## src/rtl/shared_mac_scheduler_pkg.sv

```systemverilog
// rtl/shared_mac_scheduler_pkg.sv - shared MAC scheduler types, defaults and grant encoding
package shared_mac_pkg;

    localparam int DEF_W      = 8;
    localparam int DEF_RW     = 16;
    localparam int DEF_ALT_K1 = 3;
    localparam int DEF_ALT_K2 = 5;

    localparam logic GRANT_ALT = 1'b0;
    localparam logic GRANT_BAT = 1'b1;

    typedef enum logic [1:0] {
        IDLE   = 2'd0,
        ALT_M1 = 2'd1,
        ALT_M2 = 2'd2,
        BAT_M  = 2'd3
    } mac_state_t;

endpackage

```

## src/rtl/shared_mac_scheduler_if.sv

```systemverilog
// rtl/shared_mac_scheduler_if.sv - request/response and status bundle for the shared MAC scheduler
interface shared_mac_scheduler_if #(
    parameter int W  = 8,
    parameter int RW = 16
);
    logic                 alt_req_valid;
    logic                 alt_req_ready;
    logic signed [W-1:0]  alt_x1;
    logic signed [W-1:0]  alt_x2;
    logic                 alt_rsp_valid;
    logic signed [RW-1:0] alt_result;

    logic                 bat_req_valid;
    logic                 bat_req_ready;
    logic signed [W-1:0]  bat_v;
    logic signed [W-1:0]  bat_t;
    logic signed [W-1:0]  bat_c;
    logic                 bat_rsp_valid;
    logic signed [RW-1:0] bat_result;

    logic                 busy;
    logic                 grant_last;

    modport master (
        output alt_req_valid, alt_x1, alt_x2,
        output bat_req_valid, bat_v, bat_t, bat_c,
        input  alt_req_ready, alt_rsp_valid, alt_result,
        input  bat_req_ready, bat_rsp_valid, bat_result,
        input  busy, grant_last
    );

    modport slave (
        input  alt_req_valid, alt_x1, alt_x2,
        input  bat_req_valid, bat_v, bat_t, bat_c,
        output alt_req_ready, alt_rsp_valid, alt_result,
        output bat_req_ready, bat_rsp_valid, bat_result,
        output busy, grant_last
    );

endinterface

```

## src/rtl/shared_mac_scheduler_dp.sv

```systemverilog
// rtl/shared_mac_scheduler_dp.sv - single shared signed multiply-add: y = sext(a*b) + addend
module shared_mac_dp #(
    parameter int W  = 8,
    parameter int RW = 16
) (
    input  logic signed [W-1:0]  a,
    input  logic signed [W-1:0]  b,
    input  logic signed [RW-1:0] addend,
    output logic signed [RW-1:0] y
);

    logic signed [2*W-1:0] prod;

    assign prod = a * b;
    assign y    = RW'(prod) + addend;

endmodule

```

## src/rtl/shared_mac_scheduler.sv

```systemverilog
// rtl/shared_mac_scheduler.sv - round-robin scheduler for altitude/battery work on one shared MAC
module shared_mac_scheduler
    import shared_mac_pkg::*;
#(
    parameter int W      = DEF_W,
    parameter int RW     = DEF_RW,
    parameter int ALT_K1 = DEF_ALT_K1,
    parameter int ALT_K2 = DEF_ALT_K2
) (
    input  logic                   clk,
    input  logic                   reset,
    input  logic                   enable_normal,
    shared_mac_scheduler_if.slave  bus
);

    localparam logic signed [W-1:0] K1_W = W'(ALT_K1);
    localparam logic signed [W-1:0] K2_W = W'(ALT_K2);

    mac_state_t state_q;
    mac_state_t state_d;

    logic signed [W-1:0]  x1_q;
    logic signed [W-1:0]  x2_q;
    logic signed [W-1:0]  v_q;
    logic signed [W-1:0]  t_q;
    logic signed [W-1:0]  c_q;
    logic signed [RW-1:0] acc_q;
    logic signed [RW-1:0] alt_res_q;
    logic signed [RW-1:0] bat_res_q;
    logic                 alt_rv_q;
    logic                 bat_rv_q;
    logic                 grant_q;

    logic                 idle;
    logic                 alt_ready;
    logic                 bat_ready;
    logic                 alt_fire;
    logic                 bat_fire;

    logic signed [W-1:0]  mul_a;
    logic signed [W-1:0]  mul_b;
    logic signed [RW-1:0] mul_add;
    logic signed [RW-1:0] mac_y;

    // On a tie the requester that was not granted last wins.
    assign idle      = (state_q == IDLE);
    assign alt_ready = idle && enable_normal && (!bus.bat_req_valid || grant_q == GRANT_BAT);
    assign bat_ready = idle && enable_normal && (!bus.alt_req_valid || grant_q == GRANT_ALT);
    assign alt_fire  = alt_ready && bus.alt_req_valid;
    assign bat_fire  = bat_ready && bus.bat_req_valid;

    always_ff @(posedge clk or posedge reset) begin
        if (reset) begin
            state_q <= IDLE;
        end else begin
            state_q <= state_d;
        end
    end

    always_comb begin
        state_d = state_q;
        case (state_q)
            IDLE: begin
                if (alt_fire) begin
                    state_d = ALT_M1;
                end else if (bat_fire) begin
                    state_d = BAT_M;
                end
            end
            ALT_M1:  state_d = ALT_M2;
            ALT_M2:  state_d = IDLE;
            BAT_M:   state_d = IDLE;
            default: state_d = IDLE;
        endcase
    end

    // Operand steering for the one multiplier, chosen by the current phase.
    always_comb begin
        mul_a   = '0;
        mul_b   = '0;
        mul_add = '0;
        case (state_q)
            ALT_M1: begin
                mul_a = x1_q;
                mul_b = K1_W;
            end
            ALT_M2: begin
                mul_a   = x2_q;
                mul_b   = K2_W;
                mul_add = acc_q;
            end
            BAT_M: begin
                mul_a   = v_q;
                mul_b   = t_q;
                mul_add = RW'(c_q);
            end
            default: begin
                mul_a   = '0;
                mul_b   = '0;
                mul_add = '0;
            end
        endcase
    end

    shared_mac_dp #(
        .W  (W),
        .RW (RW)
    ) u_dp (
        .a      (mul_a),
        .b      (mul_b),
        .addend (mul_add),
        .y      (mac_y)
    );

    always_ff @(posedge clk or posedge reset) begin
        if (reset) begin
            x1_q      <= '0;
            x2_q      <= '0;
            v_q       <= '0;
            t_q       <= '0;
            c_q       <= '0;
            acc_q     <= '0;
            alt_res_q <= '0;
            bat_res_q <= '0;
            alt_rv_q  <= 1'b0;
            bat_rv_q  <= 1'b0;
            grant_q   <= GRANT_BAT;
        end else begin
            alt_rv_q <= 1'b0;
            bat_rv_q <= 1'b0;
            if (alt_fire) begin
                x1_q    <= bus.alt_x1;
                x2_q    <= bus.alt_x2;
                grant_q <= GRANT_ALT;
            end else if (bat_fire) begin
                v_q     <= bus.bat_v;
                t_q     <= bus.bat_t;
                c_q     <= bus.bat_c;
                grant_q <= GRANT_BAT;
            end
            case (state_q)
                ALT_M1: acc_q <= mac_y;
                ALT_M2: begin
                    alt_res_q <= mac_y;
                    alt_rv_q  <= 1'b1;
                end
                BAT_M: begin
                    bat_res_q <= mac_y;
                    bat_rv_q  <= 1'b1;
                end
                default: ;
            endcase
        end
    end

    assign bus.alt_req_ready = alt_ready;
    assign bus.bat_req_ready = bat_ready;
    assign bus.alt_rsp_valid = alt_rv_q;
    assign bus.bat_rsp_valid = bat_rv_q;
    assign bus.alt_result    = alt_res_q;
    assign bus.bat_result    = bat_res_q;
    assign bus.busy          = !idle;
    assign bus.grant_last    = grant_q;

endmodule

```

## src/flat_wrapper.sv

```systemverilog
// flat-port wrapper written by rule: the top's interface ports become plain ports
module shared_mac_scheduler_flat import shared_mac_pkg::*;
#(
    parameter int W      = DEF_W,
    parameter int RW     = DEF_RW,
    parameter int ALT_K1 = DEF_ALT_K1,
    parameter int ALT_K2 = DEF_ALT_K2
)
  (clk, reset, enable_normal, bus_alt_req_valid, bus_alt_x1, bus_alt_x2, bus_bat_req_valid, bus_bat_v, bus_bat_t, bus_bat_c, bus_alt_req_ready, bus_alt_rsp_valid, bus_alt_result, bus_bat_req_ready, bus_bat_rsp_valid, bus_bat_result, bus_busy, bus_grant_last);
  shared_mac_scheduler_if #(.W(W), .RW(RW)) bus_i ();
  input  logic clk;
  input  logic reset;
  input  logic enable_normal;
  input wire logic [$bits(bus_i.alt_req_valid)-1:0] bus_alt_req_valid;
  input wire logic [$bits(bus_i.alt_x1)-1:0] bus_alt_x1;
  input wire logic [$bits(bus_i.alt_x2)-1:0] bus_alt_x2;
  input wire logic [$bits(bus_i.bat_req_valid)-1:0] bus_bat_req_valid;
  input wire logic [$bits(bus_i.bat_v)-1:0] bus_bat_v;
  input wire logic [$bits(bus_i.bat_t)-1:0] bus_bat_t;
  input wire logic [$bits(bus_i.bat_c)-1:0] bus_bat_c;
  output wire logic [$bits(bus_i.alt_req_ready)-1:0] bus_alt_req_ready;
  output wire logic [$bits(bus_i.alt_rsp_valid)-1:0] bus_alt_rsp_valid;
  output wire logic [$bits(bus_i.alt_result)-1:0] bus_alt_result;
  output wire logic [$bits(bus_i.bat_req_ready)-1:0] bus_bat_req_ready;
  output wire logic [$bits(bus_i.bat_rsp_valid)-1:0] bus_bat_rsp_valid;
  output wire logic [$bits(bus_i.bat_result)-1:0] bus_bat_result;
  output wire logic [$bits(bus_i.busy)-1:0] bus_busy;
  output wire logic [$bits(bus_i.grant_last)-1:0] bus_grant_last;
  assign bus_i.alt_req_valid = bus_alt_req_valid;
  assign bus_i.alt_x1 = bus_alt_x1;
  assign bus_i.alt_x2 = bus_alt_x2;
  assign bus_i.bat_req_valid = bus_bat_req_valid;
  assign bus_i.bat_v = bus_bat_v;
  assign bus_i.bat_t = bus_bat_t;
  assign bus_i.bat_c = bus_bat_c;
  assign bus_alt_req_ready = bus_i.alt_req_ready;
  assign bus_alt_rsp_valid = bus_i.alt_rsp_valid;
  assign bus_alt_result = bus_i.alt_result;
  assign bus_bat_req_ready = bus_i.bat_req_ready;
  assign bus_bat_rsp_valid = bus_i.bat_rsp_valid;
  assign bus_bat_result = bus_i.bat_result;
  assign bus_busy = bus_i.busy;
  assign bus_grant_last = bus_i.grant_last;
  shared_mac_scheduler #(.W(W), .RW(RW), .ALT_K1(ALT_K1), .ALT_K2(ALT_K2)) u_core (.clk(clk), .reset(reset), .enable_normal(enable_normal), .bus(bus_i));
endmodule
```

## config.mk

```make
export PLATFORM = sky130hd
export DESIGN_NAME = shared_mac_scheduler_flat
export DESIGN_NICKNAME = d
export VERILOG_FILES = /design/src/rtl/shared_mac_scheduler_pkg.sv /design/src/rtl/shared_mac_scheduler_if.sv /design/src/rtl/shared_mac_scheduler_dp.sv /design/src/rtl/shared_mac_scheduler.sv /design/src/flat_wrapper.sv
export SDC_FILE = /design/constraint.sdc
export NUM_CORES = 1
export LEC_CHECK = 0
export ABC_AREA = 0
export BUFFER_PORTS_ARGS = -buffer_cell sky130_fd_sc_hd__buf_2
export CORE_AREA = 8 8 129 131
export DETAILED_ROUTE_END_ITERATION = 10
export DIE_AREA = 0 0 137 139
export PLACE_DENSITY = 0.71
export SETUP_SLACK_MARGIN = 0.4
export SLEW_MARGIN = 20
export SYNTH_ARGS = -nofsm -noshare
export SYNTH_HDL_FRONTEND = slang
export SYNTH_SLANG_ARGS = --single-unit
export TNS_END_PERCENT = 100
```

## constraint.sdc

```tcl
create_clock -name clk -period 13.88 [get_ports clk]
set_input_delay 0.694 -clock clk [delete_from_list [all_inputs] [get_ports clk]]
set_output_delay 0.694 -clock clk [all_outputs]
set_load 0.005 [all_outputs]
```

[Word level (Yosys, flattened, before mapping)]
Index checks and enable logic that the tools add are counted.
Cells by class
  eq/ne operators: 4
  bitwise operators: 2
  multiply operators: 1
  muxes and demuxes: 10
  $add $sub $neg: 1
  reductions and logical operators: 14
Operator list (count)
  $pmux W8 S3: 2
  $pmux W16 S2: 1
  $add A16 B16 Y16: 1
  $mul A8 B8 Y16: 1
  $pmux W2 S3: 1
  $logic_and A1 B1 Y1: 5
  $eq A2 B2 Y1 const B: 2
  $mux W1: 4
  $mux W2: 2
  $logic_not A1 Y1: 3
  $ne A3 B3 Y1 const B: 1
  $eq A2 B1 Y1 const B: 1
  $logic_not A2 Y1: 1
  $logic_or A1 B1 Y1: 2
  $not A1 Y1: 2
  $reduce_and A2 Y1: 1
  $reduce_bool A2 Y1: 1
  $reduce_or A2 Y1: 1
Storage, ports and cells
  output and inout port bits: 38
  input port bits: 45
  logic and storage cells: 44
  flip-flop bits (word level): 93

[Longest topological paths before layout]
  depth in word-level cells: 7
  depth in mapped cells: 22
  depth with buffers taken out: 19

[Modules after synthesis]
A second synthesis with hierarchy kept.
Unflattened totals
  cell total of the unflattened synthesis: 589
  area, all modules: 7015.5 um2
By module, submodules not included
  shared_mac_scheduler: area an instance 4095.2 um2, seq. area each 2328.5 um2, cells each 284, instances 1
  shared_mac_dp: area an instance 2920.3 um2, seq. area each 0.0 um2, cells each 305, instances 1

[Worst setup path after synthesis]
No wires, ideal clock.
  path type: reg2reg
  from: register u_core.state_q[0]
  to: register u_core.acc_q[15]
  path slack: 8.211 ns
  required time: 13.750 ns
  arrival time: 5.539 ns
  library setup time: 0.130 ns
  cell stages (with the launch flop): 18
  period minus slack after synthesis: 5.669 ns
  buffers on the path: 3
  path through: dfrtp_1 > buf_2 > clkbuf_1 > clkbuf_1 > a21boi_1 > fa_1 > fa_1 > fa_1 > inv_1 > fa_1 > inv_1 > ha_1 > ha_1 > a211o_1 > or3_1 > a31oi_1 > or4_1 > nand3_1
Between the ends
  cells in the longest elaborated chain, start to end: 4
  elaborated cells on any way between the ends: 8
  those cells by class: 1 x add/sub; 1 x mul; 3 x eq/ne; 3 x mux
Ends and longest elaborated chain
  start, declared: RTL line shared_mac_scheduler.sv:19  | mac_state_t state_q;
  start signal, assigned: RTL line shared_mac_scheduler.sv:56  | state_q <= state_d;
  $eq A2 B2 Y1 / $eq A2 B1 Y1 (equally long branches): RTL line shared_mac_scheduler.sv:82, shared_mac_scheduler.sv:141
  $pmux W8 S3: RTL line shared_mac_scheduler.sv:82  | case (state_q)
  $mul A8 B8 Y16: RTL line shared_mac_scheduler_dp.sv:14  | assign prod = a * b;
  $add A16 B16 Y16: RTL line shared_mac_scheduler_dp.sv:15  | assign y = RW'(prod) + addend;
  end signal, assigned: RTL line shared_mac_scheduler.sv:142  | ALT_M1: acc_q <= mac_y;
  end, declared: RTL line shared_mac_scheduler.sv:27  | logic signed [RW-1:0] acc_q;
Several ways; a longest one is shown, not always the timed one.
A chain may end at the register's enable or synchronous reset.

[Worst setup path in the final report]
  from: register u_core.state_q[0]
  to: register u_core.bat_res_q[15] (netlist: u_core.bus.bat_result[15])
Between the ends
  cells in the longest elaborated chain, start to end: 4
  elaborated cells on any way between the ends: 8
  those cells by class: 1 x add/sub; 1 x mul; 3 x eq/ne; 3 x mux
Ends and longest elaborated chain
  $eq A2 B2 Y1, or another cell as far along: RTL line shared_mac_scheduler.sv:82, shared_mac_scheduler.sv:141
  $pmux W8 S3: RTL line shared_mac_scheduler.sv:82
  $mul A8 B8 Y16: RTL line shared_mac_scheduler_dp.sv:14
  $add A16 B16 Y16: RTL line shared_mac_scheduler_dp.sv:15
  end signal, assigned: RTL line shared_mac_scheduler.sv:148  | bat_res_q <= mac_y;
  end, declared: RTL line shared_mac_scheduler.sv:29  | logic signed [RW-1:0] bat_res_q;
Several ways; a longest one is shown, not always the timed one.

==> results.md <==
* Starting density of the core at 48.0%
* H-Tree Depth at 3
* Area delta synth->final at 12.0%
* Nets at 932
* Setup crit start kind: flip-flop
* Endpoint class of the critical path: flip-flop
* Die area at 19000 um^2
* CTS tree: built
* Sinks on Clock Net at 93
* Final-layout fill cell count at 1338
* Synth Net Count at 865
* Final setup TNS at 0 ns
* Cell mode on critical path: fa_1
* Post-CTS Hold Fix Bufs at 0
* Reg2Reg Launch Point: u_core.state_q[0]$_DFFE_PP0P_
* Worst skew pair latency at 0.36 ns
* Clock skew at 0.0121 ns
* Yosys warns at 0
* WP depth at 19
* GPL Wtd Cong at 0.860
* CP max FO at 57
* Worst path bufs/invs at 5
* Main synth FF type: dfrtp_1
* Mean routed wirelength per cell at 16.6 um
* Vias in the first global route at 5477
* Relative slew slack at 34.3%
* Tcrit/Tclk final at 44.9%
* Post-DRT Antenna Nets at 0
* Worst slack at placement at 7.72 ns
* Post-synth EDFFs at 0
* Post-CTS Setup Bufs at 0
* Syn avg cell area at 9.95 um^2
* Final setup viols at 0
* Synth top cells by count: 119 x nand2_1, 92 x dfrtp_1, 90 x inv_1
* Worst setup margin at 7.65 ns
* Critical path launch point: u_core.state_q[0]$_DFFE_PP0P_
* Root Driver: clkbuf_16
* Most frequent cell after synthesis: nand2_1
* Global-route congestion overflow total at 0
* RSZ-0062 raised after global routing: no
* IO Port Bufs at 82
* Final hold violation count at 0
* Hold Path Class: in2async
* Bufs on Longest Clock Path at 2
* I/O pins at 83
* Initial DRC Count at 348
* # resized after CTS at 0
* Core footprint at 14800 um^2
* Post-synth top area cell: dfrtp_1
* Synth cell types at 50
* Critical Path AT at 6.47 ns
* Power Dens Cells at 243 nW/um^2
* Tmin final at 6.23 ns
* DR pass1 iterations at 5
* Die span in y at 139 um
* CP delay by family, top: adder cells
* CP required at 14.12 ns
* Async SR Flop Fraction at 100%
* Worst slew pin tran at 0.985 ns
* Global-route wire length before repair at 28.2 mm
* Crit Path Class: reg2reg
* Post-DP HPWL at 12.4 mm
* Die width at 137 um
* Area fraction of the dominant cell type after synthesis at 32.5%
* Initial antenna violation count at 0
* # rows at 45
* Share of cells above drive strength 1 at 15.7%
* Routed vias at 5117
* Worst R2R Path Depth at 19
* CTS Buf Count at 9
* Vias/cell at 5.26
* Worst path cell trace: buf_4 -> nand2_4 -> inv_2 -> nand2_1 -> or2_1 -> fa_1 -> fa_1 -> inv_1 -> fa_1 -> inv_1 -> fa_1 -> inv_1 -> ha_1 -> ha_1 -> a211o_1 -> or3_1 -> a31oi_1 -> or4_1 -> nand3_1
* Final Max Tran Viols at 0
* Dominant cells by area after synthesis: dfrtp_1 33%, fa_1 20%, ha_1 6.5%
* Gr usage total at 18.4%
* Antenna fix cells at 0
* Slowest CP cell: fa_1
* Status: complete, no violations
* Clock Pin Slew Worst Setup and Hold Paths at 0.08 ns
* Post-Syn Instances at 712
* Post-route DRC at 0
* Maximum capacitance violations at 0
* Post-synthesis sequential area ratio at 32.9%
* #FFs+latches synth at 93
* Peak supply drop at 111 uV
* Post-Route WL at 16.1 mm
* Largest net degree at the start of global routing at 63
* Peak per-stage delay on the critical path at 0.55 ns
* Post-synthesis cell area at 7080 um^2
* Fmax at 0.160 GHz
* Leak at 4.09 nW
-- cell type report --
type	instances	area, um^2	area share, %
sequential	93	2330	29.3
tap	188	235	2.96
timing repair buffer	87	448	5.64
clock buffer	9	225	2.84
inverter	94	355	4.48
clock inverter	7	62.6	0.788
multi-input combinational	494	4280	53.9
-- metrics by stage --
step	hold WS, ns	power [mW]	util, %	cell area (um^2)	cells
after global placement	0.455	1.66	51.8	7650	956
final	0.329	1.93	53.8	7940	972
after floorplan	0.439	1.35	-	7080	712
after global routing	0.371	2.14	53.8	7940	972
after CTS	0.340	1.94	53.8	7940	972
after detailed placement	0.460	1.67	51.8	7650	956
-- where the power goes --
group          switching (mW)  internal [mW]  leakage (nW)  total [mW]
Combinational           0.705          0.478          2.79        1.18
Clock                   0.116          0.126         0.145       0.242
Sequential              0.107          0.396          1.15       0.503
Total                   0.928           1.00          4.09        1.93
-- flip-flops by register name, indices dropped and copies added (netlist names) --
name / cells
u_core.acc_q: 16
u_core.bus.alt_result: 16
u_core.bus.bat_result: 16
u_core.c_q: 8
u_core.t_q: 8
u_core.v_q: 8
u_core.x1_q: 8
u_core.x2_q: 8
u_core.state_q: 2
u_core.bus.alt_rsp_valid: 1
u_core.bus.bat_rsp_valid: 1
u_core.bus.grant_last: 1
-- cell usage in the layout, fill, tap and decap left out, types with 15 or more instances in the layout --
| cell type | count |
|---|---|
| nor2_1 | 31 |
| mux2_1 | 38 |
| a21oi_1 | 20 |
| nand2b_1 | 15 |
| ha_1 | 37 |
| fa_1 | 71 |
| buf_2 | 82 |
| nand2_1 | 119 |
| inv_1 | 89 |
| o21ai_1 | 30 |
| dfrtp_1 | 92 |
-- cells by family after synthesis --
kind of cell	after synthesis	synth area share [%]
muxes	51	8.02
and+or+nand+nor	219	14.0
DFF	93	32.9
AOI/OAI and AO/OA	102	9.29
xor gates and xnor gates	14	2.42
adders and majority gates	108	26.6
buffers and inverters	125	6.77
-- routing by layer --
layer	wire length (um)	GRT usage, %	up-vias
met3	1140	4.82	21
met5	0	0	-
met2	7080	26.7	151
met4	230	5.49	0
met1	7640	26.4	2484
li1	-	-	2461
-- path summary, 6_finish.rpt --
check	end	slack (ns)
worst min-delay path	u_core.x1_q[1]$_DFFE_PP0P_	0.33
worst min register to register	u_core.bus.alt_result[3]$_DFFE_PP0N_	0.48
worst max-delay path	u_core.bus.bat_result[15]$_DFFE_PP0N_	7.65
worst max register to register	u_core.bus.bat_result[15]$_DFFE_PP0N_	7.65
min in group clk	u_core.bus.alt_result[3]$_DFFE_PP0N_	0.48
max in group asynchronous	u_core.acc_q[8]$_DFFE_PP0N_	12.43
-- worst reg2reg max path, delay by kind of cell (launching register included) --
family	cells	cell delay, ns
simple gates	6	1.47
fa+ha+maj	6	2.61
compound gates	2	0.73
buf+inv	5	0.98
flops	1	0.32
No activity file was read; power rests on OpenSTA's default activity.
